==> src/rtl/bin2bcd_seq_pkg.sv <==
// bin2bcd_seq_pkg: shared FSM state encoding and BCD digit constants
package bin2bcd_seq_pkg;

    typedef enum logic [1:0] {
        ST_IDLE  = 2'd0,
        ST_SHIFT = 2'd1,
        ST_DONE  = 2'd2
    } state_t;

    localparam int         BCD_DIGIT_W    = 4;
    localparam logic [3:0] BCD_ADD_THRESH = 4'd5;

endpackage

==> src/rtl/bin2bcd_seq_add3.sv <==
// bcd_add3_digit: combinational double-dabble correction, adds 3 to a BCD digit that is 5 or more
module bcd_add3_digit
    import bin2bcd_seq_pkg::*;
(
    input  logic [BCD_DIGIT_W-1:0] i_digit,
    output logic [BCD_DIGIT_W-1:0] o_digit
);

    assign o_digit = (i_digit >= BCD_ADD_THRESH) ? i_digit + 4'd3 : i_digit;

endmodule

==> src/rtl/bin2bcd_seq.sv <==
// bin2bcd_seq: sequential double-dabble binary to BCD converter, one shift per clock; optional leading-zero blanking via LZ_BLANK_EN
module bin2bcd_seq
    import bin2bcd_seq_pkg::*;
#(
    parameter int WIDTH  = 16,
    parameter int DIGITS = 5
) (
    input  logic                          clk,
    input  logic                          reset,
    input  logic [WIDTH-1:0]              bin,
    input  logic                          start,
    output logic                          ready,
    output logic                          done_tick,
    output logic [BCD_DIGIT_W*DIGITS-1:0] bcd,
    output logic                          ovf,
    output logic [DIGITS-1:0]             blank
);

    localparam int BW = BCD_DIGIT_W * DIGITS;
    localparam int CW = $clog2(WIDTH + 1);
    localparam int PW = ((WIDTH > BW) ? WIDTH : BW) + 1;

    function automatic logic [PW-1:0] pow10(input int n);
        logic [PW-1:0] p;
        p = PW'(1);
        for (int i = 0; i < n; i++) p = p * PW'(10);
        return p;
    endfunction

    // Smallest value that no longer fits in DIGITS decimal digits
    localparam logic [PW-1:0] P10 = pow10(DIGITS);

    state_t          r_state;
    state_t          w_state_nxt;
    logic [WIDTH-1:0] r_shift;
    logic [BW-1:0]   r_work;
    logic [CW-1:0]   r_cnt;
    logic            r_ovf_next;
    logic [BW-1:0]   r_bcd;
    logic            r_ovf;
    logic [DIGITS-1:0] r_blank;
    logic            r_done;
    logic [BW-1:0]   w_adj;
    logic [DIGITS-1:0] w_blank;
    logic            w_ovf_cmp;
    logic            w_load;
    logic            w_shift_en;
    logic            w_commit;

    assign w_ovf_cmp = ({{(PW-WIDTH){1'b0}}, bin} >= P10);

    // Per-digit add-3 correction applied before every shift
    for (genvar i = 0; i < DIGITS; i++) begin : g_add3
        bcd_add3_digit u_add3 (
            .i_digit (r_work[BCD_DIGIT_W*i +: BCD_DIGIT_W]),
            .o_digit (w_adj[BCD_DIGIT_W*i +: BCD_DIGIT_W])
        );
    end

`ifdef LZ_BLANK_EN
    // Digit i is blanked when it and every higher digit are zero; units digit always shown
    assign w_blank[0] = 1'b0;
    for (genvar i = 1; i < DIGITS; i++) begin : g_blank
        assign w_blank[i] = !r_ovf_next && (r_work[BW-1:BCD_DIGIT_W*i] == '0);
    end
`else
    assign w_blank = '0;
`endif

    // State register
    always_ff @(posedge clk or posedge reset) begin
        if (reset) r_state <= ST_IDLE;
        else       r_state <= w_state_nxt;
    end

    // Next-state and datapath control decode
    always_comb begin
        w_state_nxt = r_state;
        w_load      = 1'b0;
        w_shift_en  = 1'b0;
        w_commit    = 1'b0;
        case (r_state)
            ST_IDLE: begin
                w_load      = start;
                w_state_nxt = start ? ST_SHIFT : ST_IDLE;
            end
            ST_SHIFT: begin
                w_shift_en  = 1'b1;
                w_state_nxt = (r_cnt == CW'(1)) ? ST_DONE : ST_SHIFT;
            end
            ST_DONE: begin
                w_commit    = 1'b1;
                w_state_nxt = ST_IDLE;
            end
            default: w_state_nxt = ST_IDLE;
        endcase
    end

    // Shift/work registers and the result registers, which update only together at commit
    always_ff @(posedge clk or posedge reset) begin
        if (reset) begin
            r_shift    <= '0;
            r_work     <= '0;
            r_cnt      <= '0;
            r_ovf_next <= 1'b0;
            r_bcd      <= '0;
            r_ovf      <= 1'b0;
            r_blank    <= '0;
            r_done     <= 1'b0;
        end else begin
            if (w_load) begin
                r_shift    <= bin;
                r_work     <= '0;
                r_cnt      <= CW'(WIDTH);
                r_ovf_next <= w_ovf_cmp;
            end else if (w_shift_en) begin
                r_work  <= {w_adj[BW-2:0], r_shift[WIDTH-1]};
                r_shift <= r_shift << 1;
                r_cnt   <= r_cnt - CW'(1);
            end
            if (w_commit) begin
                r_bcd   <= r_work;
                r_ovf   <= r_ovf_next;
                r_blank <= w_blank;
            end
            r_done <= w_commit;
        end
    end

    assign ready     = (r_state == ST_IDLE);
    assign done_tick = r_done;
    assign bcd       = r_bcd;
    assign ovf       = r_ovf;
    assign blank     = r_blank;

endmodule
==> config.mk <==
export PLATFORM = sky130hd
export DESIGN_NAME = bin2bcd_seq
export DESIGN_NICKNAME = d
export VERILOG_FILES = /design/src/rtl/bin2bcd_seq_pkg.sv /design/src/rtl/bin2bcd_seq_add3.sv /design/src/rtl/bin2bcd_seq.sv
export SDC_FILE = /design/constraint.sdc
export NUM_CORES = 1
export LEC_CHECK = 0
export CORE_ASPECT_RATIO = 0.8
export CORE_MARGIN = 2
export CORE_UTILIZATION = 30
export CTS_CLUSTER_SIZE = 10
export DETAILED_ROUTE_END_ITERATION = 8
export REMOVE_ABC_BUFFERS = 1
export SLEW_MARGIN = 40
export SYNTH_ARGS = -nofsm -noshare
export SYNTH_HDL_FRONTEND = slang
export SYNTH_SLANG_ARGS = --single-unit
export TNS_END_PERCENT = 100
==> constraint.sdc <==
create_clock -name clk -period 2.35 [get_ports clk]
set_input_delay 0.47 -clock clk [delete_from_list [all_inputs] [get_ports clk]]
set_output_delay 0.47 -clock clk [all_outputs]
set_load 0.05 [all_outputs]
== Word level (Yosys, flattened, before mapping) ==
Cells that the tools add are included.

* Register bits after elaboration: 64
* Input port bits: 19
* Logic and storage cells: 39

* Add/subtract/negate cells: 6
* $lt $le $gt $ge: 5
* Eq/ne operators: 3
* Muxes and demuxes: 17
* Reduce and logical (&&, ||, !) cells: 2

{| class="wikitable"
|+ Operators with widths
! cell !! count
|-
| 2-to-1 mux 20 bit || 2
|-
| 2-to-1 mux 16 bit || 2
|-
| greater-or-equal comparator 4 x 3 -> 1 bit (second input constant) || 5
|-
| adder 4 x 2 -> 4 bit (second input constant) || 4
|-
| 2-to-1 mux 4 bit || 4
|-
| 2-to-1 mux 5 bit || 2
|-
| == test 5 x 1 -> 1 bit (second input constant) || 1
|-
| subtractor 5 x 1 -> 5 bit (second input constant) || 1
|-
| 2-to-1 mux 1 bit || 4
|-
| case mux 2 bit (2 select lines) || 1
|-
| adder 3 x 2 -> 3 bit (second input constant) || 1
|-
| 2-to-1 mux 3 bit || 1
|-
| == test 2 x 1 -> 1 bit (second input constant) || 1
|-
| == test 2 bit (second input constant) || 1
|-
| zero test 2 bit || 1
|-
| 2-to-1 mux 2 bit || 1
|-
| nonzero test 2 bit || 1
|}

== Longest topological paths before layout ==
Gate-level depths: netlist of run 1.

* Depth after elaboration: 4
* Depth in mapped cells: 6
* Depth with buffers taken out: 6

== By module ==
A second synthesis of run 1 with hierarchy kept.

* Cell total of the unflattened synthesis: 322
* Area total of the unflattened synthesis: 3278.1 µm²

{| class="wikitable"
|+ By module, submodules not included
! module !! instances !! cells each !! area each (µm²)
|-
| bin2bcd_seq || 1 || 242 || 2771.4
|-
| bcd_add3_digit || 5 || 16 || 101.3
|}

== Worst setup path before layout of run 1 ==
OpenSTA, ideal clock, no wires.

* Path kind: register to output
* Start point: register r_state[1]
* End point: output port ready
* Data arrival time: 1.069 ns
* Setup slack: 0.811 ns
* Stages on the path, launching flop included: 2
* Buffers on the path: 0
* Path through: dfrtp_1 -> nor2_1

* Cells in the longest elaborated chain, start to end: 1

{| class="wikitable"
|+ RTL lines
! item !! RTL line !! text
|-
| start: declaration || bin2bcd_seq.sv:33 || <nowiki>state_t r_state;</nowiki>
|-
| start signal: assignment || bin2bcd_seq.sv:73 || <nowiki>else r_state <= w_state_nxt;</nowiki>
|-
| zero test 2 bit || bin2bcd_seq.sv:130 || <nowiki>assign ready = (r_state == ST_IDLE);</nowiki>
|-
| end: declaration || bin2bcd_seq.sv:12 || <nowiki>output logic ready,</nowiki>
|}

Every way passes these cells.

== Worst setup path after layout of run 1 ==
* Start point: register r_state[0]
* End point: output port ready

The elaborated chain is that of the path after synthesis.

==> flow_metrics.tcl, run 1 <==
set metrics [dict create \
    max_freq_ghz 0.465 \
    final_common_cell "dfrtp_1" \
    use_met1_pct 16.3 \
    port-buffer-count 40 \
    wl_per_cell_um 13.4 \
    grt_overflow_total 0 \
    synthToLayoutAreaGrowth_pct 27.2 \
    root_buffer "clkbuf_16" \
    place_area_um2 3440 \
    die_h_um 92.7 \
    num_antenna_cells 0 \
    hold_start "r_shift[6]$_DFFE_PP0P_" \
    clkLatencyLatePin_ps 320 \
    grt_max_degree 65 \
    power_mw 5.86 \
    hold_buffers 0 \
    instances_no_fill 434 \
    netlist_area_um2 2950 \
    cts_resized 0 \
    grt_pass1_vias 2090 \
    powerDensity_nw_per_um2 1560 \
    timing.rr.end "r_work[18]$_DFFE_PP0P_" \
    path_clk_slew_ps 60 \
    cts.sinks 64 \
    hpwl_um 3830 \
    max_stage_delay_ps 810 \
    path_cells "nor2_1 > clkdlybuf4s50_1" \
    gr-usage-met2_pct 17.7 \
    cts_tree "yes" \
    grtUsageTotal_pct 12.0 \
    viasPerCell 4.76 \
    numCtsBuffers 9 \
    fill_cells 942 \
    r2r_cells 4 \
    register_area_um2 1600 \
    floorplan.initialDensity_pct 30.7 \
    htreeDepth 3 \
    cp.arrival_ps 1680 \
    io_pins 47 \
    crit_type "reg -> out" \
    max_slew_margin_pct 65.9 \
    cp.required_ps 1880 \
    rsz0062_at_grt "false" \
    final_cell_mix "64 x dfrtp_1, 45 x nand2_1, 40 x clkdlybuf4s50_1, 19 x o21ai_0, 15 x a22oi_1" \
    ir_worst_vdd_uv 622 \
    multi_input_area_um2 1180 \
    period_minus_slack_ps 2150 \
    wl_um 5830 \
    yosysWarnings 0 \
    grt_pass1_wl_um 10000 \
    antenna_left 0 \
    r2r_slack_ps 670 \
    finalSetupTns_ps 0 \
    dp_cells 418 \
    startpoint_type "flip-flop" \
    ys_ff_latch 64 \
    hold_viol 0 \
    avgSynthCellArea_um2 11.0 \
    worst_pin_slew_ps 510 \
    p_leak_nw 1.71 \
    holdPathEnd "r_shift[6]$_DFFE_PP0P_" \
    outcome "completed" \
    min_path_type "reg -> reg" \
    cp_slowest_cell "clkdlybuf4s50_1" \
    cp_max_fo 6 \
    cts_setup_buffers 0 \
    globalplace.congestion 0.753 \
    final_max_slew_viol_count 0 \
    fin_nets 341 \
    die_w_um 115 \
    first_iter_violations 83 \
    drcViolationCount 0 \
    fp.coreArea_um2 9610 \
    skew_ps 8.65 \
    die_area_um2 10600 \
    ys_seq_area_share_pct 54.3 \
    final_cell_area_um2 3750 \
    worstSetupEndpointType "output pin" \
    firstDrtPassIters 4 \
    num_vias 2066 \
    fin_crit_sh_pct 91.6 \
    ys_types 35 \
    cap_viol_max_count 0 \
    utilization_pct 39.0 \
    synthCells 267 \
    grt_antenna_before_repair 0 \
    whs_path_depth 2 \
    layout-drive-gt1-share_pct 11.7 \
    grtUsageMet3_pct 4.91 \
    timing.rr.start "r_state[0]$_DFF_PP0_" \
    cts_buffer_depth 2 \
    setup_viol 0 \
    row_count 32 \
    top_usage_layer "met2" \
]
==> cell usage after synthesis <==
library cell,n,area share (%)
and2b_2,1,0.30
nand3_1,5,0.85
nand2_4,1,0.38
xor2_1,3,0.89
conb_1,1,0.13
clkbuf_1,7,0.89
o21ai_0,19,3.2
nand2_1,45,5.7
buf_4,6,1.5
mux2_2,10,3.8
inv_1,14,1.8
a32o_1,5,1.7
nor4b_1,1,0.30
dfrtp_1,64,54
a22o_1,5,1.5
o31ai_2,1,0.42
o31ai_1,6,1.5
buf_2,2,0.34
nor2_1,2,0.25
nor3b_2,1,0.42
or4_1,2,0.51
nor3b_1,1,0.25
xnor2_1,5,1.5
buf_6,3,1.1
o32ai_1,3,0.89
ha_1,12,5.1
o22ai_1,6,1.3
and2_1,1,0.21
mux2i_1,5,1.7
or3b_1,1,0.30
or2b_1,1,0.25
buf_8,1,0.51
a22oi_1,15,3.8
nand2b_1,6,1.3
a21oi_1,6,1.0
==> worst max path at each step <==
stage / from / to / slack [ps]
2_1_floorplan: reset / bcd[0]$_DFFE_PP0P_ / 280
3_3_place_gp: start / r_work[19]$_DFFE_PP0P_ / 290
3_5_place_dp: start / r_work[11]$_DFFE_PP0P_ / 260
4_1_cts: r_state[0]$_DFF_PP0_ / ready / 180
5_1_grt: r_state[0]$_DFF_PP0_ / ready / 110
6_report: r_state[0]$_DFF_PP0_ / ready / 200
==> metrics by stage <==
step	setup slack (ps)	hold slack, ps
2_1_floorplan	282	446
3_3_place_gp	290	460
3_5_place_dp	261	462
4_1_cts	181	477
5_1_grt	114	501
6_report	197	474
==> per-layer routing <==
layer | up-vias | part of all wire [%]
li1 | 1014 | -
met1 | 1003 | 50
met2 | 43 | 45
met3 | 6 | 4.5
met4 | 0 | 0.94
met5 | - | 0
==> sequential cells by signal, indices dropped and copies added (netlist names) <==
name,flops
bcd,20
r_shift,16
done_tick,1
r_work,20
r_cnt,5
r_state,2
==> kinds of logic after synthesis <==
group                      count (synthesis)  share of synthesized area (%)
and+or+nand+nor                           68                           11.0
AOI/OAI and AO/OA                         66                           15.4
DFF                                       64                           54.3
buffers and inverters                     33                           6.19
muxes                                     15                           5.52
adders and majority gates                 12                           5.09
xor gates and xnor gates                   8                           2.38
other                                      1                          0.127
==> area by class of cell <==
cell class	count	area share, %
Sequential cell	64	42.7
Multi-Input combinational cell	175	31.5
Timing Repair Buffer	46	12.2
Clock buffer	11	6.74
Tap cell	119	3.97
Clock inverter	5	1.47
Inverter	14	1.40
==> worst max-delay path: cells and delay by family, from the launching register on <==
| family | cells | cell delay (ps) |
|---|---|---|
| DFF | 1 | 440 |
| buffers and inverters | 1 | 810 |
| and+or+nand+nor | 1 | 110 |
==> power breakdown <==
group / switching [mW] / internal, mW / leakage (nW)
clock network: 0.464 / 0.874 / 0.148
registers: 0.335 / 1.60 / 0.800
logic: 1.57 / 1.02 / 0.761
No activity file was read; power rests on OpenSTA's default activity.
==> inputs of run 2 (changes only) <==
--- a/config.mk
+++ b/config.mk
@@ -10,7 +10,9 @@
 export CORE_UTILIZATION = 30
 export CTS_CLUSTER_SIZE = 10
 export DETAILED_ROUTE_END_ITERATION = 8
+export MAX_ROUTING_LAYER = met4
 export REMOVE_ABC_BUFFERS = 1
+export SETUP_SLACK_MARGIN = 0.05
 export SLEW_MARGIN = 40
 export SYNTH_ARGS = -nofsm -noshare
 export SYNTH_HDL_FRONTEND = slang
==> run 2 against run 1 <==
- critical path depth is the same
- power is essentially flat
- combinational power is essentially flat
- worst hold slack gained 1.1 ps
- via count is essentially flat
- sequential power is essentially flat
- critical path type unchanged
- critical endpoint unchanged
- largest cell class unchanged
- highest routed layer unchanged
==> flow_metrics.tcl, run 2 (synthesis gave the netlist of run 1 again) <==
set metrics [dict create \
    outcome "completed" \
    hold_buffers 0 \
    period_minus_slack_ps 2150 \
    drcViolationCount 0 \
    powerDensity_nw_per_um2 1560 \
    cts.sinks 64 \
    final_common_cell "dfrtp_1" \
    power_mw 5.87 \
    fin_nets 341 \
    max_stage_delay_ps 810 \
    power.share.clock_pct 22.8 \
    final_max_slew_viol_count 0 \
    cts_tree "yes" \
    viasPerCell 4.76 \
    cts_setup_buffers 0 \
    first_iter_violations 83 \
    cp_slowest_cell "clkdlybuf4s50_1" \
    path_cells "nor2_1 > clkdlybuf4s50_1" \
    swShare_pct 40.5 \
    crit_type "reg -> out" \
    globalplace.congestion 0.762 \
    die_h_um 92.7 \
    worstSetupEndpointType "output pin" \
    whs_path_depth 2 \
    hpwl_um 3830 \
    timing.rr.start "r_state[0]$_DFF_PP0_" \
    numCtsBuffers 9 \
    num_antenna_cells 0 \
    place_area_um2 3440 \
    skew_ps 8.41 \
    final_cell_area_um2 3750 \
    max_slew_margin_pct 65.9 \
    hold_viol 0 \
    finalSetupTns_ps 0 \
    startpoint "r_state[0]$_DFF_PP0_" \
    worst_pin_slew_ps 510 \
    path_clk_slew_ps 60 \
    fp.coreArea_um2 9610 \
    synthToLayoutAreaGrowth_pct 27.2 \
    startpoint_type "flip-flop" \
    register_area_um2 1600 \
    wl_per_cell_um 13.4 \
    grt_pass1_vias 2083 \
    die_area_um2 10600 \
    fin_crit_sh_pct 91.4 \
    floorplan.initialDensity_pct 30.7 \
    min_path_type "reg -> reg" \
    post-place-ws_ps 261 \
    timing.final.ws_setup_ps 201 \
    cts_buffer_depth 2 \
    final_cell_mix "64 x dfrtp_1, 45 x nand2_1, 40 x clkdlybuf4s50_1, 19 x o21ai_0, 15 x a22oi_1" \
    grt_max_degree 65 \
    cap_viol_max_count 0 \
    multi_input_area_um2 1180 \
    fill_cells 942 \
    p_leak_nw 1.71 \
    row_count 32 \
    die_w_um 115 \
    cp.depth 2 \
    io_pins 47 \
    power_switching_mw 2.37 \
    grt_overflow_total 0 \
    grtUsageTotal_pct 12.4 \
    ir_worst_vdd_uv 623 \
    dp_cells 418 \
    utilization_pct 39.0 \
    grt_antenna_before_repair 0 \
    holdWs_ps 475 \
    htreeDepth 3 \
    num_vias 2065 \
    antenna_left 0 \
    setup_viol 0 \
    root_buffer "clkbuf_16" \
    firstDrtPassIters 4 \
    wl_um 5830 \
    internal_power_mw 3.49 \
    cp_max_fo 6 \
    crit_family "buffers and inverters" \
    hold_start "bcd[0]$_DFFE_PP0P_" \
    critPathBufInv 1 \
    max_freq_ghz 0.465 \
    grt_pass1_wl_um 10000 \
    r2r_cells 4 \
    port-buffer-count 40 \
    clkLatencyLatePin_ps 320 \
    cp.required_ps 1880 \
    power_frac_comb_pct 44.3 \
    instances_no_fill 434 \
    cp.arrival_ps 1680 \
    rsz0062_at_grt "false" \
    p_seq_share_pct 32.9 \
    cts_resized 0 \
    layout-drive-gt1-share_pct 11.7 \
]
==> run 2: cell counts in the layout (fill, tap and decap cells not counted) <==
No cell type changed its count.
==> run 2: worst reg2reg max path: stages (launching register included) <==
cell and delay (ps):
dfrtp_1 430, and2b_2 350, nor2_1 360, buf_4 310, a22o_1 170
==> run 2: power groups by stage <==
| stage | registers [mW] | clock network [mW] | logic, mW |
|---|---|---|---|
| floorplan | 2.42 | 0 | 1.34 |
| global placement | 1.93 | 0 | 2.56 |
| detailed placement | 1.95 | 0 | 2.62 |
| CTS | 1.93 | 1.38 | 2.63 |
| global route | 2.00 | 1.44 | 2.86 |
| finish | 1.93 | 1.34 | 2.60 |
==> run 2: path summary, 6_finish.rpt <==
check                                    endpoint  slack [ps]
max                                         ready         200
min                            bcd[0]$_DFFE_PP0P_         470
max reg2reg                r_work[18]$_DFFE_PP0P_         680
min reg2reg                    bcd[0]$_DFFE_PP0P_         470
max in group asynchronous   r_work[0]$_DFFE_PP0P_        1530
min in group asynchronous     bcd[19]$_DFFE_PP0P_         540
==> run 2: cell type report <==
class / instances / share of cell area, %
clock inverter: 5 / 1.47
timing repair buffer: 46 / 12.2
inverter: 14 / 1.40
multi-input combinational: 175 / 31.5
tap: 119 / 3.97
clock buffer: 11 / 6.74
sequential: 64 / 42.7
==> run 2: per-layer routing <==
layer | share of wire [%] | wire length (um) | global-route usage (%)
met5 | 0 | 0 | -
met4 | 0.88 | 51 | 3.61
met3 | 4.4 | 254 | 4.97
met2 | 44 | 2580 | 17.7
met1 | 50 | 2940 | 16.4
==> inputs of run 3 (changes only) <==
--- a/config.mk
+++ b/config.mk
@@ -6,10 +6,11 @@
 export NUM_CORES = 1
 export LEC_CHECK = 0
 export CORE_ASPECT_RATIO = 0.8
-export CORE_MARGIN = 2
+export CORE_MARGIN = 5
 export CORE_UTILIZATION = 30
 export CTS_CLUSTER_SIZE = 10
 export DETAILED_ROUTE_END_ITERATION = 8
+export HOLD_SLACK_MARGIN = 0.05
 export MAX_ROUTING_LAYER = met4
 export REMOVE_ABC_BUFFERS = 1
 export SETUP_SLACK_MARGIN = 0.05
==> run 3 against run 2 <==
- setup slack better by 13 ps
- clock skew is 1.3 ps higher
- largest power group unchanged
- clock power is 9.7% higher
- worst hold slack worse by 47 ps
==> flow_metrics.tcl, run 3 (synthesis gave the netlist of run 1 again) <==
set metrics [dict create \
    outcome "completed" \
    hold_buffers 0 \
    timing.rr.start "r_state[1]$_DFF_PP0_" \
    grt_pass1_wl_um 10500 \
    cts_buffer_depth 2 \
    grtUsageTotal_pct 11.4 \
    min_path_type "in -> async" \
    antenna_left 0 \
    startpoint_type "flip-flop" \
    hpwl_um 4180 \
    setup_viol 0 \
    wl_per_cell_um 13.9 \
    htreeDepth 3 \
    power_switching_mw 2.40 \
    grt_antenna_before_repair 0 \
    worstSetupEndpointType "output pin" \
    internal_power_mw 3.61 \
    root_buffer "clkbuf_16" \
    die_area_um2 11900 \
    drcViolationCount 0 \
    final_cell_area_um2 3790 \
    globalplace.congestion 0.774 \
    power_frac_comb_pct 43.3 \
    cp.arrival_ps 1670 \
    place_area_um2 3450 \
    skew_ps 9.70 \
    rsz0062_at_grt "false" \
    max_slew_margin_pct 60.7 \
    cts.sinks 64 \
    holdWs_ps 428 \
    row_count 32 \
    post-place-ws_ps 317 \
    final_common_cell "dfrtp_1" \
    final_cell_mix "64 x dfrtp_1, 45 x nand2_1, 40 x clkdlybuf4s50_1, 19 x o21ai_0, 15 x a22oi_1" \
    r2r_slack_ps 670 \
    num_vias 2083 \
    cts_tree "yes" \
    die_h_um 98.7 \
    cap_viol_max_count 0 \
    cp_max_fo 6 \
    fp.coreArea_um2 9610 \
    cts_resized 0 \
    timing.rr.end "r_cnt[4]$_DFFE_PP0P_" \
    p_seq_share_pct 32.2 \
    fin_crit_sh_pct 90.9 \
    grt_pass1_vias 2068 \
    num_antenna_cells 0 \
    fin_nets 344 \
    numCtsBuffers 9 \
    cp.required_ps 1880 \
    wl_um 6060 \
    layout-drive-gt1-share_pct 12.3 \
    floorplan.initialDensity_pct 30.7 \
    cts_setup_buffers 0 \
    grt_max_degree 32 \
    firstDrtPassIters 4 \
    max_freq_ghz 0.468 \
    timing.final.ws_setup_ps 214 \
    swShare_pct 39.9 \
    grt_overflow_total 0 \
    worst_pin_slew_ps 587 \
    path_clk_slew_ps 60 \
    power.share.clock_pct 24.5 \
    fill_cells 928 \
    synthToLayoutAreaGrowth_pct 28.4 \
    period_minus_slack_ps 2140 \
    io_pins 47 \
    clkLatencyLatePin_ps 330 \
    hold_viol 0 \
    ir_worst_vdd_uv 635 \
    viasPerCell 4.77 \
    p_leak_nw 1.73 \
    finalSetupTns_ps 0 \
    port-buffer-count 40 \
    crit_type "reg -> out" \
    powerDensity_nw_per_um2 1590 \
    first_iter_violations 87 \
    die_w_um 121 \
    r2r_cells 5 \
    final_max_slew_viol_count 0 \
    power_mw 6.00 \
]
## run 3: cell type report
type                    count  area (um2)  share of cell area [%]
clock inverters             4        76.3                    2.02
inverters                  14        52.6                    1.39
multi-input cells         175        1180                    31.3
flip-flops and latches     64        1600                    42.3
clock buffers              12         256                    6.77
well taps                 119         149                    3.93
repair buffers             49         468                    12.4
## run 3: per-layer routing
| metal | vias up | share of wire, % | global-route usage [%] |
|---|---|---|---|
| met2 | 39 | 44 | 15.5 |
| li1 | 1017 | - | - |
| met3 | 4 | 4.7 | 4.76 |
| met1 | 1023 | 50 | 15.6 |
| met5 | - | 0 | - |
| met4 | 0 | 0.74 | 3.05 |
## run 3: worst max path at each step
stage	start	endpoint	slack (ps)	cells after the start
final	r_state[1]$_DFF_PP0_	ready	210	2
after global routing	r_state[0]$_DFF_PP0_	ready	90	2
after CTS	r_state[1]$_DFF_PP0_	ready	190	2
after detailed placement	start	r_shift[3]$_DFFE_PP0P_	320	6
after global placement	start	r_shift[4]$_DFFE_PP0P_	340	6
after floorplan	reset	bcd[0]$_DFFE_PP0P_	280	1
## run 3: worst max-delay path: stages (launching register included)
cell	delay [ps]
dfrtp_1	420
nor2_1	120
clkdlybuf4s50_1	810
## run 3: through the flow
stage | utilization [%] | std cells
after global routing | 39.4 | 437
after detailed placement | 36.0 | 421
after global placement | 36.0 | 421
final | 39.4 | 437
after floorplan | - | 253
after CTS | 39.4 | 437
## run 3: power groups by stage
stage	clock network (mW)	registers, mW	logic, mW
after floorplan	0	2.42	1.34
after global placement	0	1.94	2.56
after detailed placement	0	1.96	2.63
after CTS	1.50	1.94	2.64
after global routing	1.56	2.01	2.87
final	1.47	1.93	2.60
